$ cat config.mk
export PLATFORM = sky130hd
export DESIGN_NAME = note_sequencer_ctrl
export DESIGN_NICKNAME = d
export VERILOG_FILES = /design/src/rtl/note_sequencer_ctrl_pkg.sv /design/src/rtl/note_sequencer_ctrl_tick_timer.sv /design/src/rtl/note_sequencer_ctrl.sv
export SDC_FILE = /design/constraint.sdc
export NUM_CORES = 1
export LEC_CHECK = 0
export ABC_AREA = 1
export BUFFER_PORTS_ARGS = -buffer_cell sky130_fd_sc_hd__buf_2
export CORE_MARGIN = 1
export CORE_UTILIZATION = 40
export CTS_CLUSTER_SIZE = 8
export DETAILED_ROUTE_END_ITERATION = 10
export GPL_TIMING_DRIVEN = 0
export MAX_ROUTING_LAYER = met4
export PLACE_DENSITY = 0.62
export SKIP_CTS_REPAIR_TIMING = 1
export SLEW_MARGIN = 30
export SYNTH_ARGS = -nofsm -noshare
export SYNTH_HDL_FRONTEND = slang
export SYNTH_SLANG_ARGS = --single-unit
$ cat constraint.sdc
create_clock -name clk -period 2.3 [get_ports clk]
set_input_delay 0.345 -clock clk [delete_from_list [all_inputs] [get_ports clk]]
set_output_delay 0.345 -clock clk [all_outputs]
set_load 0.01 [all_outputs]
$ cat src/rtl/note_sequencer_ctrl_pkg.sv
// Shared types and constants for the note sequencer control block.
package note_seq_pkg;

    localparam int unsigned NUM_SLOTS_DEF    = 16;
    localparam int unsigned SLOT_W           = $clog2(NUM_SLOTS_DEF);
    localparam int unsigned CNT_W            = SLOT_W + 1;
    localparam int unsigned PLAY_LOAD_CYCLES = 3;

    typedef enum logic [2:0] {
        S_IDLE       = 3'd0,
        S_REC_STROBE = 3'd1,
        S_REC_GAP    = 3'd2,
        S_PLAY_LOAD  = 3'd3,
        S_PLAY_HOLD  = 3'd4,
        S_PLAY_GAP   = 3'd5
    } state_t;

    function automatic int unsigned max_u(input int unsigned a, input int unsigned b);
        return (a > b) ? a : b;
    endfunction

endpackage

$ cat src/rtl/note_sequencer_ctrl_tick_timer.sv
// Loadable down-counter; o_done is high on the last cycle of the loaded interval.
module tick_timer #(
    parameter int unsigned WIDTH = 8
) (
    input  logic             clk,
    input  logic             reset,
    input  logic             i_start,
    input  logic             i_clear,
    input  logic [WIDTH-1:0] i_load_val,
    output logic             o_done
);

    logic [WIDTH-1:0] r_count;
    logic             r_run;

    always_ff @(posedge clk) begin
        if (!reset || i_clear) begin
            r_count <= '0;
            r_run   <= 1'b0;
        end else if (i_start) begin
            r_count <= i_load_val;
            r_run   <= 1'b1;
        end else if (r_run) begin
            if (r_count == '0)
                r_run <= 1'b0;
            else
                r_count <= r_count - WIDTH'(1);
        end
    end

    assign o_done = r_run && (r_count == '0);

endmodule

$ cat src/rtl/note_sequencer_ctrl.sv
// Record/playback control FSM for the note-storage datapath.
// Define LOOP_PLAYBACK_EN to repeat the stored sequence until play_stop.
module note_sequencer_ctrl
    import note_seq_pkg::*;
#(
    parameter int unsigned NUM_SLOTS  = NUM_SLOTS_DEF,
    parameter int unsigned NOTE_TICKS = 12_500_000,
    parameter int unsigned GAP_TICKS  = 1_250_000
) (
    input  logic              clk,
    input  logic              reset,
    input  logic              record_key,
    input  logic              play_start,
    input  logic              play_stop,
    output logic              ld_note,
    output logic              ld_play,
    output logic [SLOT_W-1:0] note_counter,
    output logic              next_note_en,
    output logic              display_note,
    output logic [CNT_W-1:0]  rec_count,
    output logic              rec_full,
    output logic              busy
);

    localparam int unsigned      TMR_W     = $clog2(max_u(NOTE_TICKS, GAP_TICKS) + 1);
    localparam logic [TMR_W-1:0] NOTE_LOAD = TMR_W'(NOTE_TICKS - 1);
    localparam logic [TMR_W-1:0] GAP_LOAD  = TMR_W'(GAP_TICKS - 1);
    localparam logic [1:0]       LOAD_LAST = 2'(PLAY_LOAD_CYCLES - 1);
    localparam logic [CNT_W-1:0] FULL_CNT  = CNT_W'(NUM_SLOTS);

    state_t            r_state;
    state_t            w_state_nxt;
    logic              r_key_low;
    logic [1:0]        r_load_cnt;
    logic [SLOT_W-1:0] r_note_counter;
    logic [CNT_W-1:0]  r_rec_count;

    logic              w_rec_edge;
    logic              w_full;
    logic              w_playing;
    logic              w_load_last;
    logic              w_last_note;
    logic              w_tmr_start;
    logic [TMR_W-1:0]  w_tmr_load;
    logic              w_tmr_done;

    // r_key_low clears at reset, so a key already held through reset is not an edge
    assign w_rec_edge  = record_key && r_key_low;
    assign w_full      = (r_rec_count == FULL_CNT);
    assign w_playing   = (r_state == S_PLAY_LOAD) || (r_state == S_PLAY_HOLD) ||
                         (r_state == S_PLAY_GAP);
    assign w_load_last = (r_state == S_PLAY_LOAD) && (r_load_cnt == LOAD_LAST);
    assign w_last_note = ({1'b0, r_note_counter} == (r_rec_count - CNT_W'(1)));

    always_comb begin
        w_state_nxt = r_state;
        w_tmr_start = 1'b0;
        w_tmr_load  = '0;
        case (r_state)
            S_IDLE: begin
                if (!play_stop) begin
                    if (play_start && (r_rec_count != '0))
                        w_state_nxt = S_PLAY_LOAD;
                    else if (w_rec_edge && !w_full)
                        w_state_nxt = S_REC_STROBE;
                end
            end
            S_REC_STROBE: w_state_nxt = S_REC_GAP;
            S_REC_GAP:    w_state_nxt = S_IDLE;
            S_PLAY_LOAD: begin
                if (w_load_last) begin
                    w_state_nxt = S_PLAY_HOLD;
                    w_tmr_start = 1'b1;
                    w_tmr_load  = NOTE_LOAD;
                end
            end
            S_PLAY_HOLD: begin
                if (w_tmr_done) begin
                    w_state_nxt = S_PLAY_GAP;
                    w_tmr_start = 1'b1;
                    w_tmr_load  = GAP_LOAD;
                end
            end
            S_PLAY_GAP: begin
                if (w_tmr_done) begin
`ifdef LOOP_PLAYBACK_EN
                    w_state_nxt = S_PLAY_LOAD;
`else
                    w_state_nxt = w_last_note ? S_IDLE : S_PLAY_LOAD;
`endif
                end
            end
            default: w_state_nxt = S_IDLE;
        endcase
        if (w_playing && play_stop) begin
            w_state_nxt = S_IDLE;
            w_tmr_start = 1'b0;
        end
    end

    always_ff @(posedge clk) begin
        if (!reset) begin
            r_state        <= S_IDLE;
            r_key_low      <= 1'b0;
            r_load_cnt     <= '0;
            r_note_counter <= '0;
            r_rec_count    <= '0;
        end else begin
            r_state    <= w_state_nxt;
            r_key_low  <= ~record_key;
            r_load_cnt <= ((r_state == S_PLAY_LOAD) && (w_state_nxt == S_PLAY_LOAD)) ?
                          r_load_cnt + 2'd1 : '0;
            if ((r_state == S_IDLE) && (w_state_nxt == S_REC_STROBE))
                r_rec_count <= r_rec_count + CNT_W'(1);
            if (w_state_nxt == S_IDLE)
                r_note_counter <= '0;
            else if ((r_state == S_PLAY_GAP) && (w_state_nxt == S_PLAY_LOAD))
                r_note_counter <= w_last_note ? '0 : r_note_counter + SLOT_W'(1);
        end
    end

    tick_timer #(
        .WIDTH(TMR_W)
    ) u_tick_timer (
        .clk       (clk),
        .reset     (reset),
        .i_start   (w_tmr_start),
        .i_clear   (w_state_nxt == S_IDLE),
        .i_load_val(w_tmr_load),
        .o_done    (w_tmr_done)
    );

    assign ld_note      = (r_state == S_REC_STROBE);
    assign ld_play      = w_playing;
    assign note_counter = r_note_counter;
    assign next_note_en = w_load_last;
    assign display_note = (r_state == S_PLAY_HOLD);
    assign rec_count    = r_rec_count;
    assign rec_full     = w_full;
    assign busy         = (r_state != S_IDLE);

endmodule

==> qor.yml, run 1 <==
synth:
  yosysMostFrequentCell: "nand2_1"
  synth.area.top_cells: "dfxtp_1 30%, nand2_1 16%, inv_1 9.1%"
  yosysTopAreaCellShare: 0.2980
  netlist_area_mm2: 0.002688
  ys_ff_latch: 40
  yosysUniqueCellTypes: 33
  synth-async-reset-ratio: 0
  syn_inst: 436
  dominantRegCellSynth: "dfxtp_1"
  synth_nets: 447
  ys_warn_count: 0
  synth_seq_area_share: 0.2980
  syn_area_per_cell_um2: 6.164
  synth-edff-count: 0
  synth_top_area_cell: "dfxtp_1"
  synth.top_cells.by_count: "112 x nand2_1, 65 x inv_1, 61 x nor2_1"
placed_design:
  dp_hpwl_um: 4956
  place_inst: 532
  place_congestion: 0.9497
  port_buffers: 19
floorplan:
  fp.dieH_um: 83.97
  num_rows: 29
  io_pins: 20
  fp.coreArea_mm2: 0.006422
  die-area_mm2: 0.007051
  dieWidth_um: 83.97
  start_util: 0.4185
setup_path:
  crit_required_ns: 2.50
  rr_endpoint: "u_tick_timer.r_count[0]"
  crit_fanout: 10
  cp-start-kind: "flip-flop"
  r2r_cells: 14
  crit_type: "reg -> reg"
  cp.arrival_ns: 2.32
  reg2reg_from: "rec_count[1]"
  endpoint_kind: "flip-flop"
  r2r_setup_slack_ns: 0.18
timing:
  final_hold_viol_count: 0
  tightest_slew_ns: 0.5305
  period_share: 0.9224
  fmax_ghz: 0.4713
  slew_headroom: 0.6463
  period_needed_ns: 2.122
  fin_skew_ns: 0.008576
  rsz0062_at_grt: "false"
  fin_hold_ws_ns: 0.2131
  drv_slew: 0
  tns_ns: 0
  final-setup-viol-count: 0
final_layout:
  seq_area_um2: 805.8
  layout-drive-gt1-share: 0.1634
  multi_input_area_mm2: 0.001567
  syn2layout_area_growth_pct: 13.45
  num_antenna_cells: 0
  instances_no_fill: 542
  final_nets: 475
  fillers: 651
  final_util: 0.4748
power:
  cellLeakagePower_uw: 0.001728
  vdd_ir_drop_max_v: 0.0002031
  p_sw_uw: 341.6
  seqPwrFrac: 0.501
  power_frac_clock: 0.412
  switching_share: 0.2429
  power.internal_uw: 1065
  comb_power_share: 0.088
  power_density_mw_per_mm2: 461.3
global_route:
  grt_pass1_wl_um: 11130
  grt_max_degree: 13
  antenna_found_initial: 0
  gr-total-overflow: 0
  gr-usage-all-layers: 0.2009
  grt_pass1_vias: 2418
detailed_routing:
  drtIter0Drc: 249
  drc: 2
  post_drt_wl_per_cell_um: 12.10
  num_vias: 2643
  drtPass1Iterations: 7
  vias_per_cell: 4.876
  drt_wl_total_um: 6558
  ant_nets: 0
clock_tree:
  clk_pin_slew_ns: 0.08
  clk_path_buf_depth: 2
  cts_root_buf: "clkbuf_8"
  cts_tree: "built"
  numCtsBuffers: 5
  h-tree-depth: 2
  cts.sinks: 40
  clock_latency_ns: 0.30
run_status:
  status: "complete, but fails checks"
  violations: "design-rule violations"
min_path:
  min_path_type: "in -> reg"
  whs_endpoint: "r_key_low"
  hold_start: "record_key"
  holdPathStages: 2
job:
  drv_cap: 0
-- cell usage in the layout (no fill, tap or decap), types with 4 or more instances in the layout --
master	count
a21oi_1	9
a31oi_1	6
buf_2	21
clkbuf_8	5
dfxtp_1	38
ha_1	5
inv_1	64
inv_2	17
nand2_1	111
nand2_2	5
nand3_1	35
nand4_1	6
nor2_1	58
nor2_2	8
nor3_1	4
o21ai_0	12
o21ai_1	11
xor2_1	18
-- worst max-delay path, stage by stage (launching register included) --
cell	delay [ns]
dfxtp_2	0.37
inv_1	0.08
ha_2	0.34
xor2_1	0.13
nand2_1	0.06
nor2_1	0.11
nand2_2	0.10
a21oi_1	0.13
nand2_1	0.09
nand3_2	0.10
nand3b_4	0.10
buf_8	0.15
buf_6	0.14
nand2_1	0.08
inv_2	0.03
-- power groups by stage --
stage	registers (uW)	clock network [uW]	logic [uW]
after global routing	705	624	138
after CTS	704	596	113
after floorplan	721	0	78.1
after detailed placement	721	0	113
final	704	579	123
after global placement	721	0	111
-- per-stage QoR --
stage,total power [uW],instance area (um2),worst slack (ns)
floorplan,798.9,2688,0.2142
global placement,831.5,2879,0.01358
detailed placement,833.9,2879,-0.02423
CTS,1414,2987,-0.04137
global route,1468,3049,0.0001843
finish,1407,3049,0.1784
-- final cells by class --
cell class	instances	area share
buffer	7	0.01929
clock buffer	6	0.02380
clock inverter	2	0.01149
inverter	81	0.09971
multi-input combinational	308	0.5137
sequential	40	0.2643
tap	77	0.03160
timing repair buffer	21	0.03611
-- per-layer routing --
metal,vias up,GRT usage,part of all wire
li1,1407,-,-
met1,1163,0.2712,0.51
met2,67,0.3063,0.43
met3,6,0.03462,0.050
met4,0,0.06113,0.0099
met5,-,-,0
-- worst max path at each step --
stage | startpoint | end | cells past startpoint
after global placement | rec_count[0] | u_tick_timer.r_count[20] | 14
after detailed placement | rec_count[0] | u_tick_timer.r_count[0] | 16
after global routing | u_tick_timer.r_count[1] | u_tick_timer.r_count[0] | 16
after CTS | rec_count[0] | u_tick_timer.r_count[0] | 16
after floorplan | rec_count[0] | u_tick_timer.r_count[12] | 14
final | rec_count[1] | u_tick_timer.r_count[0] | 14
-- cells by family after synthesis --
family / share of synthesized area
buffers and inverters: 0.1336
AO/OA/AOI/OAI: 0.09358
adder cells (fa/ha/maj): 0.02793
AND/OR/NAND/NOR: 0.3785
XOR/XNOR: 0.06844
flip-flops: 0.2980
-- sequential cells by signal (all words and copies together) (netlist names) --
signal and flops:
u_tick_timer.r_count 24, rec_count 5, note_counter 4, r_state 3
r_load_cnt 2, r_key_low 1, u_tick_timer.r_run 1
Note: power is estimated with default switching activity, not from simulation.
==> run 2: changes to the inputs <==
--- a/config.mk
+++ b/config.mk
@@ -13,7 +13,6 @@
 export DETAILED_ROUTE_END_ITERATION = 10
 export GPL_TIMING_DRIVEN = 0
 export MAX_ROUTING_LAYER = met4
-export PLACE_DENSITY = 0.62
 export SKIP_CTS_REPAIR_TIMING = 1
 export SLEW_MARGIN = 30
 export SYNTH_ARGS = -nofsm -noshare
==> run 2 against run 1 <==
  * Cell area shrank 1.4%
  * Non-clock buffer count is 2 lower
  * Critical path type unchanged
  * Largest power group unchanged
  * Combinational power is 3% lower
  * Cell count is 0.37% lower
  * Setup slack gained 0.016 ns
  * Register-to-register slack improved by 0.02 ns
  * The flow now finishes without violations
==> qor.yml, run 2 (synthesis gave the netlist of run 1 again) <==
run_status:
  status: "complete, no violations"
global_route:
  grt_pass1_vias: 2359
  gr-usage-all-layers: 0.2096
  gr-total-overflow: 0
  antenna_found_initial: 0
  grt_pass1_wl_um: 11320
  grt_max_degree: 13
min_path:
  holdPathStages: 2
  hold_start: "record_key"
  whs_endpoint: "r_key_low"
  min_path_type: "in -> reg"
setup_path:
  endpoint_kind: "flip-flop"
  cp-start-kind: "flip-flop"
  r2r_cells: 15
  crit_type: "reg -> reg"
  r2r_setup_slack_ns: 0.19
  rr_endpoint: "u_tick_timer.r_count[15]"
  cp_cell_sequence: "inv_1 > ha_2 > inv_1 > nor2_1 > nand2_1 > nor2_1 > nand3_1 > nor2_2 > nand3_1 > nand2_2 > nand3_2 > nand3b_2 > buf_2 > nand2_1 > inv_1"
  cp.arrival_ns: 2.36
  crit_top_cell: "inv_1"
  cp.depth: 15
  crit_buf_inv: 4
  crit_required_ns: 2.56
  cp_slowest_cell: "dfxtp_1"
  crit_fanout: 10
  crit_family: "simple AND/OR/NAND/NOR gates"
  reg2reg_from: "u_tick_timer.r_count[1]"
  cp_slowest_stage_delay_ns: 0.32
power:
  cellLeakagePower_uw: 0.001704
  power_density_mw_per_mm2: 442.1
  power_frac_clock: 0.381
  vdd_ir_drop_max_v: 0.0001868
  power.internal_uw: 980.8
  seqPwrFrac: 0.530
  comb_power_share: 0.090
  switching_share: 0.2622
  p_sw_uw: 348.5
clock_tree:
  clk_path_buf_depth: 2
  clock_latency_ns: 0.31
  numCtsBuffers: 5
  cts.sinks: 40
  cts_root_buf: "clkbuf_8"
  h-tree-depth: 2
  cts_tree: "built"
  clk_pin_slew_ns: 0.08
timing:
  period_share: 0.9156
  final_hold_viol_count: 0
  setup_ws_ns: 0.1942
  final-setup-viol-count: 0
  fin_skew_ns: 0.003944
  tns_ns: 0
  fmax_ghz: 0.4749
  rsz0062_at_grt: "false"
  drv_slew: 0
  slew_headroom: 0.6504
  period_needed_ns: 2.106
  tightest_slew_ns: 0.5244
placed_design:
  place_inst: 532
  place_congestion: 0.9310
  placed_area_mm2: 0.002879
  port_buffers: 19
  dp_hpwl_um: 4977
  dpl_worst_slack_ns: -0.04167
detailed_routing:
  vias_per_cell: 4.796
  num_vias: 2590
  ant_nets: 0
  drc: 0
  drtPass1Iterations: 4
  post_drt_wl_per_cell_um: 12.32
  drtIter0Drc: 216
  drt_wl_total_um: 6653
final_layout:
  fillers: 679
  regMostFlops: "u_tick_timer.r_count"
  instances_no_fill: 540
  largest_reg_flops: 24
  fin_area_mm2: 0.003007
  final_nets: 473
  final_cell_mix: "110 x nand2_1, 64 x inv_1, 59 x nor2_1, 38 x dfxtp_1, 36 x nand3_1"
  num_antenna_cells: 0
  final_common_cell: "nand2_1"
  syn2layout_area_growth_pct: 11.87
  layout-drive-gt1-share: 0.1620
floorplan:
  dieWidth_um: 83.97
  fp.dieH_um: 83.97
  num_rows: 29
  io_pins: 20
  die-area_mm2: 0.007051
  fp.coreArea_mm2: 0.006422
  start_util: 0.4185
job:
  drv_cap: 0
run 2: final cells by class:
type,instances,area [um2],share of cell area
multi-input combinational,308,1558,0.5181
sequential,40,805.8,0.2680
inverter,81,304.0,0.1011
tap,77,96.34,0.03204
timing repair buffer,19,95.09,0.03163
clock buffer,6,82.58,0.02747
buffer,7,55.05,0.01831
clock inverter,2,10.01,0.003329
run 2: power groups by stage:
stage | clock, uW | sequential (uW) | combinational, uW
floorplan | 0 | 721 | 78.1
global placement | 0 | 721 | 111
detailed placement | 0 | 721 | 112
CTS | 519 | 704 | 112
global route | 550 | 706 | 136
finish | 506 | 704 | 119
run 2: worst max path at each step:
stage                            start  slack, ns                  endpoint
2_1_floorplan             rec_count[0]       0.21  u_tick_timer.r_count[12]
3_3_place_gp              rec_count[0]       0.02  u_tick_timer.r_count[11]
3_5_place_dp              rec_count[0]      -0.04  u_tick_timer.r_count[20]
4_1_cts                   rec_count[0]      -0.07   u_tick_timer.r_count[8]
5_1_grt        u_tick_timer.r_count[1]       0.01   u_tick_timer.r_count[4]
6_report       u_tick_timer.r_count[1]       0.19  u_tick_timer.r_count[15]
run 2: layer usage:
layer,global-route usage,part of all wire,vias to the layer above
li1,-,-,1403
met1,0.2889,0.50,1138
met2,0.3107,0.44,44
met3,0.04253,0.051,5
met4,0.05643,0.012,0
met5,-,0,-
run 2: through the flow:
| step | total power, uW | hold slack, ns | util |
|---|---|---|---|
| CTS | 1335 | 0.1939 | 0.4627 |
| global placement | 831.4 | 0.3970 | 0.4483 |
| finish | 1329 | 0.1977 | 0.4681 |
| global route | 1392 | 0.2040 | 0.4681 |
| detailed placement | 832.5 | 0.4054 | 0.4483 |
| floorplan | 798.9 | 0.3898 | - |
